===== config.mk =====
export PLATFORM = sky130hd
export DESIGN_NAME = video_timing_gen
export DESIGN_NICKNAME = d
export VERILOG_FILES = /design/src/rtl/video_timing_gen.sv
export SDC_FILE = /design/constraint.sdc
export NUM_CORES = 1
export LEC_CHECK = 0
export ABC_AREA = 1
export CAP_MARGIN = 15
export CORE_MARGIN = 2
export CORE_UTILIZATION = 49
export CTS_CLUSTER_SIZE = 24
export DETAILED_ROUTE_END_ITERATION = 8
export DONT_BUFFER_PORTS = 1
export HOLD_SLACK_MARGIN = 0.02
export SYNTH_ARGS = -nofsm -noshare
export SYNTH_HDL_FRONTEND = slang
export SYNTH_SLANG_ARGS = --single-unit

===== constraint.sdc =====
create_clock -name clk -period 4.8 [get_ports clk]
set_input_delay 0.72 -clock clk [delete_from_list [all_inputs] [get_ports clk]]
set_output_delay 0.72 -clock clk [all_outputs]
set_load 0.05 [all_outputs]

===== src/rtl/video_timing_gen.sv =====
// -----------------------------------------------------------------------------
// video_timing_gen
//   Parametrised raster timing generator. It divides clk down to a pixel
//   enable and runs horizontal/vertical counters. From those counters it
//   produces sync/blank, active-area coordinates, line/frame strobes and a
//   free-running frame counter. It supports PAL/NTSC vertical sets and a
//   scandouble mode. Mode inputs are only sampled at a frame boundary.
//
// Ports
//   clk          in   system clock
//   reset_n      in   asynchronous active-low reset
//   pal          in   1 = PAL vertical set, 0 = NTSC
//   scandouble   in   1 = doubled line rate (vertical values x2, faster ce)
//   ce_pix       out  pixel clock enable, one clk wide
//   hc, vc       out  raw horizontal / vertical counters
//   x, y         out  active coordinates (x = hc, y = vc >> scandouble)
//   de           out  display enable (~hblank & ~vblank)
//   hblank, vblank, hsync, vsync   out  timing signals
//   line_start   out  one-clk pulse when hc wraps to 0
//   frame_start  out  one-clk pulse when hc and vc both wrap to 0
//   frame_cnt    out  frame counter, increments on every frame_start
// -----------------------------------------------------------------------------
module video_timing_gen #(
    parameter int unsigned CNT_W    = 10,
    parameter int unsigned FRAME_W  = 10,
    parameter int unsigned PIX_DIV  = 1,
    parameter int unsigned H_TOTAL  = 638,
    parameter int unsigned H_ACT    = 529,
    parameter int unsigned HS_START = 544,
    parameter int unsigned HS_END   = 590,
    parameter int unsigned V_TOT_P  = 312,
    parameter int unsigned V_ACT_P  = 300,
    parameter int unsigned VS_ST_P  = 304,
    parameter int unsigned VS_EN_P  = 308,
    parameter int unsigned V_TOT_N  = 262,
    parameter int unsigned V_ACT_N  = 240,
    parameter int unsigned VS_ST_N  = 245,
    parameter int unsigned VS_EN_N  = 248,
    parameter bit          SYNC_POL = 1'b1
) (
    input  logic               clk,
    input  logic               reset_n,
    input  logic               pal,
    input  logic               scandouble,
    output logic               ce_pix,
    output logic [CNT_W-1:0]   hc,
    output logic [CNT_W-1:0]   vc,
    output logic [CNT_W-1:0]   x,
    output logic [CNT_W-1:0]   y,
    output logic               de,
    output logic               hblank,
    output logic               vblank,
    output logic               hsync,
    output logic               vsync,
    output logic               line_start,
    output logic               frame_start,
    output logic [FRAME_W-1:0] frame_cnt
);

    localparam int unsigned DIV_W = $clog2(2 * PIX_DIV) + 1;

    localparam logic [DIV_W-1:0] DIV_LAST_SD = DIV_W'(PIX_DIV - 1);
    localparam logic [DIV_W-1:0] DIV_LAST_SS = DIV_W'(2 * PIX_DIV - 1);

    localparam logic [CNT_W-1:0] H_LAST   = CNT_W'(H_TOTAL - 1);
    localparam logic [CNT_W-1:0] H_ACT_C  = CNT_W'(H_ACT);
    localparam logic [CNT_W-1:0] HS_ST_C  = CNT_W'(HS_START);
    localparam logic [CNT_W-1:0] HS_EN_C  = CNT_W'(HS_END);

    // Selects the PAL or NTSC value and doubles it in scandouble mode.
    function automatic logic [CNT_W-1:0] v_sel(input int unsigned p_val,
                                               input int unsigned n_val,
                                               input logic p, input logic s);
        logic [CNT_W-1:0] base;
        base = p ? CNT_W'(p_val) : CNT_W'(n_val);
        return base << s;
    endfunction

    logic             started;   // low until the first clk after reset release
    logic             pal_q;
    logic             sd_q;
    logic             eff_sd;
    logic [DIV_W-1:0] div_cnt;
    logic [DIV_W-1:0] div_last;

    logic             h_wrap;
    logic             v_wrap;
    logic             frame_wrap;
    logic [CNT_W-1:0] v_last;
    logic [CNT_W-1:0] hc_nxt;
    logic [CNT_W-1:0] vc_nxt;
    logic             pal_nxt;
    logic             sd_nxt;
    logic [CNT_W-1:0] va_nxt;
    logic [CNT_W-1:0] vss_nxt;
    logic [CNT_W-1:0] vse_nxt;

    // NOTE: every always_comb output gets a value on every path, so no latches.
    always_comb begin
        // The mode registers are not loaded until the first clk. On that clk
        // the divider already follows the live scandouble pin.
        eff_sd   = started ? sd_q : scandouble;
        div_last = eff_sd ? DIV_LAST_SD : DIV_LAST_SS;

        v_last     = v_sel(V_TOT_P, V_TOT_N, pal_q, sd_q) - 1'b1;
        h_wrap     = (hc == H_LAST);
        v_wrap     = (vc >= v_last);
        frame_wrap = h_wrap & v_wrap;

        hc_nxt = h_wrap ? '0 : hc + 1'b1;
        vc_nxt = vc;
        if (h_wrap) begin
            vc_nxt = v_wrap ? '0 : vc + 1'b1;
        end

        // The registered outputs describe the position after the edge.
        // At a frame wrap they must use the mode that is being latched.
        pal_nxt = frame_wrap ? pal : pal_q;
        sd_nxt  = frame_wrap ? scandouble : sd_q;
        va_nxt  = v_sel(V_ACT_P, V_ACT_N, pal_nxt, sd_nxt);
        vss_nxt = v_sel(VS_ST_P, VS_ST_N, pal_nxt, sd_nxt);
        vse_nxt = v_sel(VS_EN_P, VS_EN_N, pal_nxt, sd_nxt);
    end

    // NOTE: sequential state uses non-blocking assignments only.
    always_ff @(posedge clk or negedge reset_n) begin
        if (!reset_n) begin
            started     <= 1'b0;
            pal_q       <= 1'b0;
            sd_q        <= 1'b0;
            div_cnt     <= '0;
            ce_pix      <= 1'b0;
            hc          <= '0;
            vc          <= '0;
            hblank      <= 1'b0;
            vblank      <= 1'b0;
            hsync       <= ~SYNC_POL;
            vsync       <= ~SYNC_POL;
            line_start  <= 1'b0;
            frame_start <= 1'b0;
            frame_cnt   <= '0;
        end else begin
            started <= 1'b1;
            if (!started) begin
                pal_q <= pal;
                sd_q  <= scandouble;
            end

            // A greater-or-equal compare recovers cleanly if the period shrinks.
            if (div_cnt >= div_last) begin
                div_cnt <= '0;
                ce_pix  <= 1'b1;
            end else begin
                div_cnt <= div_cnt + 1'b1;
                ce_pix  <= 1'b0;
            end

            line_start  <= 1'b0;
            frame_start <= 1'b0;

            if (ce_pix) begin
                hc          <= hc_nxt;
                vc          <= vc_nxt;
                line_start  <= h_wrap;
                frame_start <= frame_wrap;
                if (frame_wrap) begin
                    pal_q     <= pal;
                    sd_q      <= scandouble;
                    frame_cnt <= frame_cnt + 1'b1;
                end

                hblank <= (hc_nxt >= H_ACT_C);
                vblank <= (vc_nxt >= va_nxt);
                hsync  <= ((hc_nxt >= HS_ST_C) && (hc_nxt < HS_EN_C)) ? SYNC_POL : ~SYNC_POL;

                // vsync edges line up with the hsync leading edge.
                if (hc_nxt == HS_ST_C) begin
                    if (vc_nxt == vss_nxt) begin
                        vsync <= SYNC_POL;
                    end else if (vc_nxt == vse_nxt) begin
                        vsync <= ~SYNC_POL;
                    end
                end
            end
        end
    end

    assign x  = hc;
    assign y  = vc >> sd_q;
    assign de = ~hblank & ~vblank;

endmodule

# --- Word level (Yosys, flattened, before mapping) ---
# Cells that the tools add are included.
totals:
  reg_bits: 42
  mem_bits_ro: 0
  elab_cells: 65
  mem_count: 0
  latchBits: 0
  inputBits: 4
  ramBits: 0
  output_inout_bits: 58
op_classes:
  mul: 0
  addsub: 5
  bitwise: 4
  n_eq_ne: 4
  magnitude_cmp: 6
  div: 0
  muxes: 23
  reduce_logical: 4
  n_shift: 5
ops:
  columns: ["operator", "n"]
  rows:
  - ["9-bit by 1-bit << shifter with 10-bit output", 4]
  - ["10-bit by 1-bit adder with 10-bit output (second input constant)", 3]
  - ["10-bit two-way mux", 3]
  - ["9-bit two-way mux", 3]
  - ["10-bit equality test", 2]
  - ["10-bit equality test (second input constant)", 2]
  - ["10-bit greater-or-equal comparator", 2]
  - ["10-bit greater-or-equal comparator (second input constant)", 2]
  - ["1-bit two-way mux", 15]
  - ["10-bit less-than comparator (second input constant)", 1]
  - ["10-bit by 1-bit >> shifter with 10-bit output", 1]
  - ["10-bit by 1-bit subtractor with 10-bit output (second input constant)", 1]
  - ["6-bit two-way mux", 1]
  - ["3-bit AND reduction", 1]
  - ["2-bit by 1-bit adder with 2-bit output (second input constant)", 1]
  - ["1-bit bitwise AND", 2]
  - ["2-bit by 1-bit greater-or-equal comparator with 1-bit output", 1]
  - ["2-bit two-way mux", 1]
  - ["1-bit NOT", 2]
  - ["2-bit AND reduction", 1]
  - ["2-bit nonzero test", 1]
  - ["1-bit logical AND", 1]

# --- Logic depth before layout (Yosys ltp) ---
# Gate-level depths: netlist of run 1.
logic_depth:
  ltp_word: 11
  mapped_depth: 26
  ltp_nobuf: 26

# --- Least setup slack after synthesis of run 1 ---
# Ideal clock, no wire load.
synth_path:
  path_type: "flip-flop to flip-flop"
  from: "register hc[0]"
  to: "register vsync"
  path_buffers: 0
  synth_period_minus_slack_ns: 3.734
  setup_slack_ns: 1.066
  path_stages_with_launch: 22
  required_time_ns: 4.681
  setup_ns: 0.119
  t_arrival_ns: 3.615
  path_cell_list: "dfrtp_1 > ha_1 > nand2_1 > nor2_1 > nand3_4 > inv_1 > nand2_2 > or2_2 > o21ai_0 > inv_1 > ha_1 > inv_1 > ha_1 > nand2_1 > nor3_1 > nand2_1 > nor2_1 > nand4_1 > nor2_1 > nand3_1 > nand2_1 > nand2_1"
synth_via:
  elab_chain_len: 8
  elab_cells_between_ends: 17
  cone_classes: "add/sub: 1; eq/ne: 4; shift: 2; mux: 7; bitwise: 1; reduce/logical: 2"
synth_lines:
  columns: ["element", "line", "text"]
  rows:
  - ["from (decl)", "46", "output logic [CNT_W-1:0] hc,"]
  - ["from (signal assigned)", "162", "hc <= hc_nxt;"]
  - ["10-bit equality test", "106", "h_wrap = (hc == H_LAST);"]
  - ["1-bit bitwise AND", "108", "frame_wrap = h_wrap & v_wrap;"]
  - ["1-bit two-way mux", "118", "pal_nxt = frame_wrap ? pal : pal_q;"]
  - ["9-bit two-way mux", "75", "base = p ? CNT_W'(p_val) : CNT_W'(n_val);"]
  - ["9-bit by 1-bit << shifter with 10-bit output", "76", "return base << s;"]
  - ["10-bit equality test, on equally long branches", "178, 180", null]
  - ["2-bit nonzero test (no line)", null, null]
  - ["3-bit AND reduction (no line)", null, null]
  - ["to (signal assigned)", "138", "vsync <= ~SYNC_POL;"]
  - ["to (signal assigned)", "181", "vsync <= ~SYNC_POL;"]
  - ["to (decl)", "54", "output logic vsync,"]
# Parallel ways exist; a longest one is shown, timed or not.
# A chain may end at the register's enable or synchronous reset.

# --- Worst setup path in the final report of run 1 ---
layout_path:
  from: "register sd_q"
  to: "register vsync"
layout_via:
  elab_chain_len: 10
  elab_cells_between_ends: 17
  cone_classes: "add/sub: 1; order compare: 1; eq/ne: 2; shift: 3; mux: 7; bitwise: 1; reduce/logical: 2"
layout_lines:
  columns: ["element", "line", "text"]
  rows:
  - ["from (decl)", "81", "logic sd_q;"]
  - ["from (signal assigned)", "146", "sd_q <= scandouble;"]
  - ["from (signal assigned)", "168", "sd_q <= scandouble;"]
  - ["9-bit by 1-bit << shifter with 10-bit output", "76", null]
  - ["10-bit by 1-bit subtractor with 10-bit output", "105", "v_last = v_sel(V_TOT_P, V_TOT_N, pal_q, sd_q) - 1'b1;"]
  - ["10-bit greater-or-equal comparator", "107", "v_wrap = (vc >= v_last);"]
  - ["1-bit bitwise AND", "108", null]
  - ["1-bit two-way mux", "118", null]
  - ["9-bit two-way mux", "75", null]
  - ["9-bit by 1-bit << shifter with 10-bit output", "76", null]
  - ["10-bit equality test, on equally long branches", "178, 180", null]
  - ["2-bit nonzero test (no line)", null, null]
  - ["3-bit AND reduction (no line)", null, null]
# Parallel ways exist; a longest one is shown, timed or not.

==> results of run 1 <==
-- power by group --
group | leakage, uW | total (uW) | internal [uW] | switching, uW
sequential | 0.000519 | 488 | 412 | 75.6
combinational | 0.00116 | 989 | 220 | 769
clock | 0.0000683 | 342 | 209 | 134
-- routing by layer --
layer	vias to the layer above	track usage
met5	-	0
met4	0	0.0469
met3	7	0.0702
met2	71	0.337
met1	1217	0.293
li1	1403	-
-- sequential cells by signal (all words and copies together), names as in the netlist --
| register | cells |
|---|---|
| pal_q | 1 |
| line_start | 1 |
| frame_start | 1 |
| hblank | 1 |
| vblank | 1 |
| div_cnt | 2 |
| hc | 10 |
| sd_q | 1 |
| started | 1 |
| vsync | 1 |
| hsync | 1 |
| ce_pix | 1 |
| vc | 10 |
| frame_cnt | 10 |
-- final cells by class --
class	count	area, um2	area share
clock inverter	3	68.8	0.0203
clock buffer	5	68.8	0.0203
multi-input combinational	324	1740	0.513
sequential	42	1050	0.311
tap	77	96.3	0.0285
timing repair buffer	18	135	0.0399
inverter	60	228	0.0673
-- how the worst min path moves through the flow --
stage	startpoint	end	depth (start not counted)
3_3_place_gp	div_cnt[0]	div_cnt[0]	1
3_5_place_dp	div_cnt[0]	div_cnt[0]	1
2_1_floorplan	div_cnt[0]	div_cnt[0]	1
6_report	reset_n	hc[4]	0
5_1_grt	reset_n	hc[2]	0
4_1_cts	reset_n	hc[3]	0
-- worst max-delay path, delay by kind of cell (launching register included) --
kind                     cells  cell delay (ns)
flip-flops                   1             0.70
buffers and inverters        4             0.56
adder cells (fa/ha/maj)      3             0.96
AND/OR/NAND/NOR             17             1.59
AO/OA/AOI/OAI                1             0.39
-- layout by cell type, fill, tap and decap left out, types with 2 or more instances in the layout --
cell and n:
nor2_1 46, xnor2_1 3, nand4_1 9, nand3_1 25, conb_1 2, dfrtp_1 42
inv_1 58, o21ai_1 9, o21bai_1 3, o21a_1 3, ha_1 26, nor2_4 3
xor2_1 8, bufinv_16 2, nor3_1 5, o21ai_0 25, clkbuf_8 5, a21oi_1 5
buf_4 18, nand2_1 137, o22ai_1 2, nand2_2 2
-- kinds of logic after synthesis --
kind of cell	synth area share
XOR/XNOR	0.0308
AND/OR/NAND/NOR	0.328
multiplexers	0.00320
adder cells (fa/ha/maj)	0.104
flip-flops	0.336
other	0.00120
AO/OA/AOI/OAI	0.0864
buffers and inverters	0.110
-- through the flow --
stage / hold WS, ns / area (um2)
after floorplan: 0.401 / 3130
after global placement: 0.417 / 3250
after detailed placement: 0.422 / 3250
after CTS: 0.0903 / 3380
after global routing: 0.0746 / 3380
final: 0.102 / 3380
==> impl_metrics.env, run 1 <==
export IMPL_max_slew_margin=0.330
export IMPL_cts_num_sinks=42
export IMPL_path_class="reg2reg"
export IMPL_crit_top_cell="nand2_1"
export IMPL_tns_ns=0
export IMPL_antenna_found_initial=0
export IMPL_fin_crit_sh=0.889
export IMPL_slew_viol_final=0
export IMPL_dp_hpwl_mm=5.55
export IMPL_tightest_slew_ns=0.998
export IMPL_layout_area_overhead_vs_synth_pct=8.20
export IMPL_synthCells=445
export IMPL_preCtsSetupSlack_ns=0.562
export IMPL_max_stage_delay_ns=0.70
export IMPL_gr_total_overflow=0
export IMPL_dr_total_vias=2698
export IMPL_die_x_um=83.9
export IMPL_endpoint="vsync"
export IMPL_ioPinCount=62
export IMPL_finalSetupViolations=0
export IMPL_status="finished, final reports clean"
export IMPL_wl_met1_mm=3.44
export IMPL_cp_start_kind="flip-flop"
export IMPL_r2r_start="sd_q"
export IMPL_drtIter0Drc=144
export IMPL_dieArea_um2=7040
export IMPL_place_congestion=0.847
export IMPL_yosys_warnings=0
export IMPL_clock_fmax_ghz=0.234
export IMPL_grt_total_usage=0.216
export IMPL_synth_cell_types=33
export IMPL_maxUsedRoutingLayer="met4"
export IMPL_core_um2=6280
export IMPL_synth_async_reset_ratio=1.00
export IMPL_die_h_um=83.9
export IMPL_cap_viol_max_count=0
export IMPL_port_buffers=0
export IMPL_fin_ws_ns=0.533
export IMPL_ys_top_cells_by_count="137 x nand2_1, 58 x inv_1, 46 x nor2_1"
export IMPL_drive_gt1_frac=0.0907
export IMPL_cp_slowest_cell="dfrtp_1"
export IMPL_endpoint_kind="flip-flop"
export IMPL_clkTransAtPathRegs_ns=0.09
export IMPL_cts_tree="yes"
export IMPL_first_pass_iters=7
export IMPL_synth_top_area_frac=0.336
export IMPL_fp_row_count=29
export IMPL_postCtsHoldBufs=0
export IMPL_fin_crit_ns=4.27
export IMPL_final_hold_viol_count=0
export IMPL_nFillCells=642
export IMPL_yosysMostFrequentCell="nand2_1"
export IMPL_grt_pass1_vias=2586
export IMPL_rr_endpoint="vsync"
export IMPL_fin_skew_ns=0.00752
export IMPL_ir_worst_vdd_mv=0.274
export IMPL_post_cts_buffers=0
export IMPL_fin_nets=481
export IMPL_syn_area_per_cell_um2=7.03
export IMPL_rsz0062_at_grt="no"
export IMPL_dp_cells=521
export IMPL_ant_nets=0
export IMPL_synth_area_leaders="dfrtp_1 34%, nand2_1 16%, ha_1 10%, inv_1 7.0%, nor2_1 5.5%"
export IMPL_root_buffer="clkbuf_8"
export IMPL_rr_worst_depth=25
export IMPL_synth_area_um2=3130
export IMPL_synth_seq_cells=42
export IMPL_yosys_area_top_type="dfrtp_1"
export IMPL_leakage_uw=0.00175
export IMPL_seq_area_frac_synth=0.336
export IMPL_via_per_inst=5.10
export IMPL_r2r_slack_ns=0.53
export IMPL_p_total_uw=1820
export IMPL_clkLatencyLatePin_ns=0.30
export IMPL_cts_buffers_inserted=5
export IMPL_cp_required_ns=5.04
export IMPL_grt_pass1_wl_mm=12.5
export IMPL_fin_util=0.539
export IMPL_wire_per_inst_um=13.8
export IMPL_met2_length_mm=3.26
export IMPL_final_cells=529
export IMPL_ys_flop_type="dfrtp_1"
export IMPL_path_max_fanout=18
export IMPL_met3RoutedLength_um=524
export IMPL_wl_mm=7.30
export IMPL_crit_start="sd_q"
export IMPL_cts_max_path_buffers=2
export IMPL_cts_resized=0
export IMPL_grt_max_degree=43
export IMPL_crit_arrival_ns=4.51
export IMPL_synth_edff_count=0
export IMPL_min_path_type="in2async"
export IMPL_initial_utilization=0.498
export IMPL_drc=0
export IMPL_n_antenna_cell=0
export IMPL_powerDensity_nw_per_um2=538
export IMPL_h_tree_depth=2
No activity file was read; power rests on OpenSTA's default activity.
==> run 2: changes to the inputs <==
--- a/config.mk
+++ b/config.mk
@@ -8,11 +8,12 @@
 export ABC_AREA = 1
 export CAP_MARGIN = 15
 export CORE_MARGIN = 2
-export CORE_UTILIZATION = 49
+export CORE_UTILIZATION = 60
 export CTS_CLUSTER_SIZE = 24
 export DETAILED_ROUTE_END_ITERATION = 8
 export DONT_BUFFER_PORTS = 1
 export HOLD_SLACK_MARGIN = 0.02
+export PLACE_DENSITY = 0.76
 export SYNTH_ARGS = -nofsm -noshare
 export SYNTH_HDL_FRONTEND = slang
 export SYNTH_SLANG_ARGS = --single-unit
==> run 2 against run 1 <==
Hold slack better by 0.0025 ns; non-clock buffer count shrank 3; sequential share of layout area grew 0.68 points; cell count down 1.9%; first-iteration DRC count up 33%; die area down 17%; global-route usage up 3.4 points; clock skew fell by 0.0024 ns; setup slack improved by 0.13 ns; clock power fell by 27%; via count rose by 1.1%; critical endpoint unchanged; largest power group unchanged.
==> impl_metrics.env, run 2 (same netlist as run 1, synthesis figures left out) <==
export IMPL_status="finished, final reports clean"
export IMPL_largest_registers="frame_cnt: 10 flops, hc: 10 flops, vc: 10 flops"
export IMPL_clkTransAtPathRegs_ns=0.08
export IMPL_dieArea_um2=5800
export IMPL_critPathTopFamily="simple AND/OR/NAND/NOR gates"
export IMPL_cp_start_kind="flip-flop"
export IMPL_final_cell_mix="137 x nand2_1, 58 x inv_1, 46 x nor2_1"
export IMPL_n_antenna_cell=0
export IMPL_endpoint_kind="flip-flop"
export IMPL_ir_worst_vdd_mv=0.229
export IMPL_finalSetupViolations=0
export IMPL_ant_nets=0
export IMPL_wire_per_inst_um=13.2
export IMPL_first_pass_iters=4
export IMPL_postCtsHoldBufs=0
export IMPL_dp_cells=511
export IMPL_initial_utilization=0.616
export IMPL_drc=0
export IMPL_ioPinCount=62
export IMPL_fin_crit_sh=0.862
export IMPL_path_max_fanout=25
export IMPL_rr_endpoint="vsync"
export IMPL_core_um2=5070
export IMPL_cts_buffers_inserted=5
export IMPL_rsz0062_at_grt="no"
export IMPL_placed_area_um2=3210
export IMPL_cp_required_ns=4.99
export IMPL_path_class="reg2reg"
export IMPL_dp_hpwl_mm=5.14
export IMPL_fin_util=0.653
export IMPL_whs_ns=0.105
export IMPL_gr_total_overflow=0
export IMPL_die_h_um=76.2
export IMPL_slew_viol_final=0
export IMPL_nFillCells=459
export IMPL_met3_usage=0.0699
export IMPL_die_x_um=76.2
export IMPL_drive_gt1_frac=0.0869
export IMPL_tightest_slew_ns=0.996
export IMPL_tns_ns=0
export IMPL_top_usage_layer="met2"
export IMPL_cts_tree="yes"
export IMPL_dr_total_vias=2729
export IMPL_r2r_slack_ns=0.66
export IMPL_design_area_um2=3310
export IMPL_cap_viol_max_count=0
export IMPL_leakage_uw=0.00171
export IMPL_crit_arrival_ns=4.33
export IMPL_grt_pass1_wl_mm=11.9
export IMPL_r2r_start="sd_q"
export IMPL_fin_nets=478
export IMPL_drtIter0Drc=192
export IMPL_fin_crit_ns=4.14
export IMPL_crit_top_cell="nand2_1"
export IMPL_final_common_cell="nand2_1"
export IMPL_grt_pass1_vias=2560
export IMPL_powerDensity_nw_per_um2=515
export IMPL_min_path_type="in2async"
export IMPL_grt_max_degree=43
export IMPL_max_slew_margin=0.331
export IMPL_place_congestion=0.889
export IMPL_final_hold_viol_count=0
export IMPL_fin_skew_ns=0.00510
export IMPL_antenna_found_initial=0
export IMPL_grt_total_usage=0.250
export IMPL_clkLatencyLatePin_ns=0.30
export IMPL_rr_worst_depth=25
export IMPL_final_cells=519
export IMPL_cp_slowest_cell="dfrtp_2"
export IMPL_layout_area_overhead_vs_synth_pct=6.00
export IMPL_grtUsageMet2=0.391
export IMPL_root_buffer="clkbuf_8"
export IMPL_max_stage_delay_ns=0.62
export IMPL_port_buffers=0
export IMPL_fp_row_count=26
export IMPL_cp_num_buf_inv=5
export IMPL_clock_fmax_ghz=0.242
export IMPL_grt_use_met1=0.336
export IMPL_h_tree_depth=2
export IMPL_cts_num_sinks=42
export IMPL_via_per_inst=5.26
export IMPL_cts_max_path_buffers=2
export IMPL_wl_mm=6.85
[run 2: cell count changes in the layout (fill, tap and decap cells not counted)]
cell,previous run,this run
buf_4,18,15
bufinv_16,2,0
clkbuf_8,5,6
clkinv_4,1,0
clkinvlp_4,0,1
dfrtp_1,42,41
dfrtp_2,0,1
inv_6,0,1
[run 2: through the flow]
step                      setup slack (ns)  total power (uW)
final                                0.663              1710
after CTS                            0.456              1710
after detailed placement             0.477              1460
after global routing                 0.200              1830
after global placement               0.627              1450
after floorplan                       1.07              1310
[run 2: worst reg2reg max path: cells and delay by family, from the launching register on]
kind	cells	cell delay (ns)
simple gates	16	1.54
fa+ha+maj	3	0.85
flops	1	0.62
buf+inv	5	0.57
compound gates	1	0.45
[run 2: repair_timing]
action / 4_1_cts / 5_1_grt
hold endpoints to repair: 0 / 0
buffers inserted: 0 / 0
gates resized for setup: 0 / 1
setup endpoints to repair: 0 / 1
[run 2: area by class of cell]
type | count | area [um2] | area share
multi-input combinational | 324 | 1740 | 0.524
sequential | 42 | 1050 | 0.317
inverter | 60 | 228 | 0.0687
timing repair buffer | 15 | 113 | 0.0340
tap | 70 | 87.6 | 0.0264
clock buffer | 6 | 82.6 | 0.0249
clock inverter | 2 | 16.3 | 0.00491
[run 2: routing by layer]
layer,part of all wire,wire (um)
met1,0.47,3220
met2,0.45,3080
met3,0.063,435
met4,0.017,116
met5,0,0
[run 2: how the worst max path moves through the flow]
stage / from / to / slack, ns / cells past startpoint
2_1_floorplan: hc[0] / vsync / 1.07 / 21
6_report: sd_q / vsync / 0.66 / 25
3_5_place_dp: sd_q / vsync / 0.48 / 25
4_1_cts: sd_q / vsync / 0.46 / 25
3_3_place_gp: sd_q / vsync / 0.63 / 25
5_1_grt: sd_q / vsync / 0.20 / 26
[run 2: report_power, final]
group          switching [uW]  internal [uW]  total, uW
registers                 108            412        520
clock network             132            119        250
logic                     726            211        937
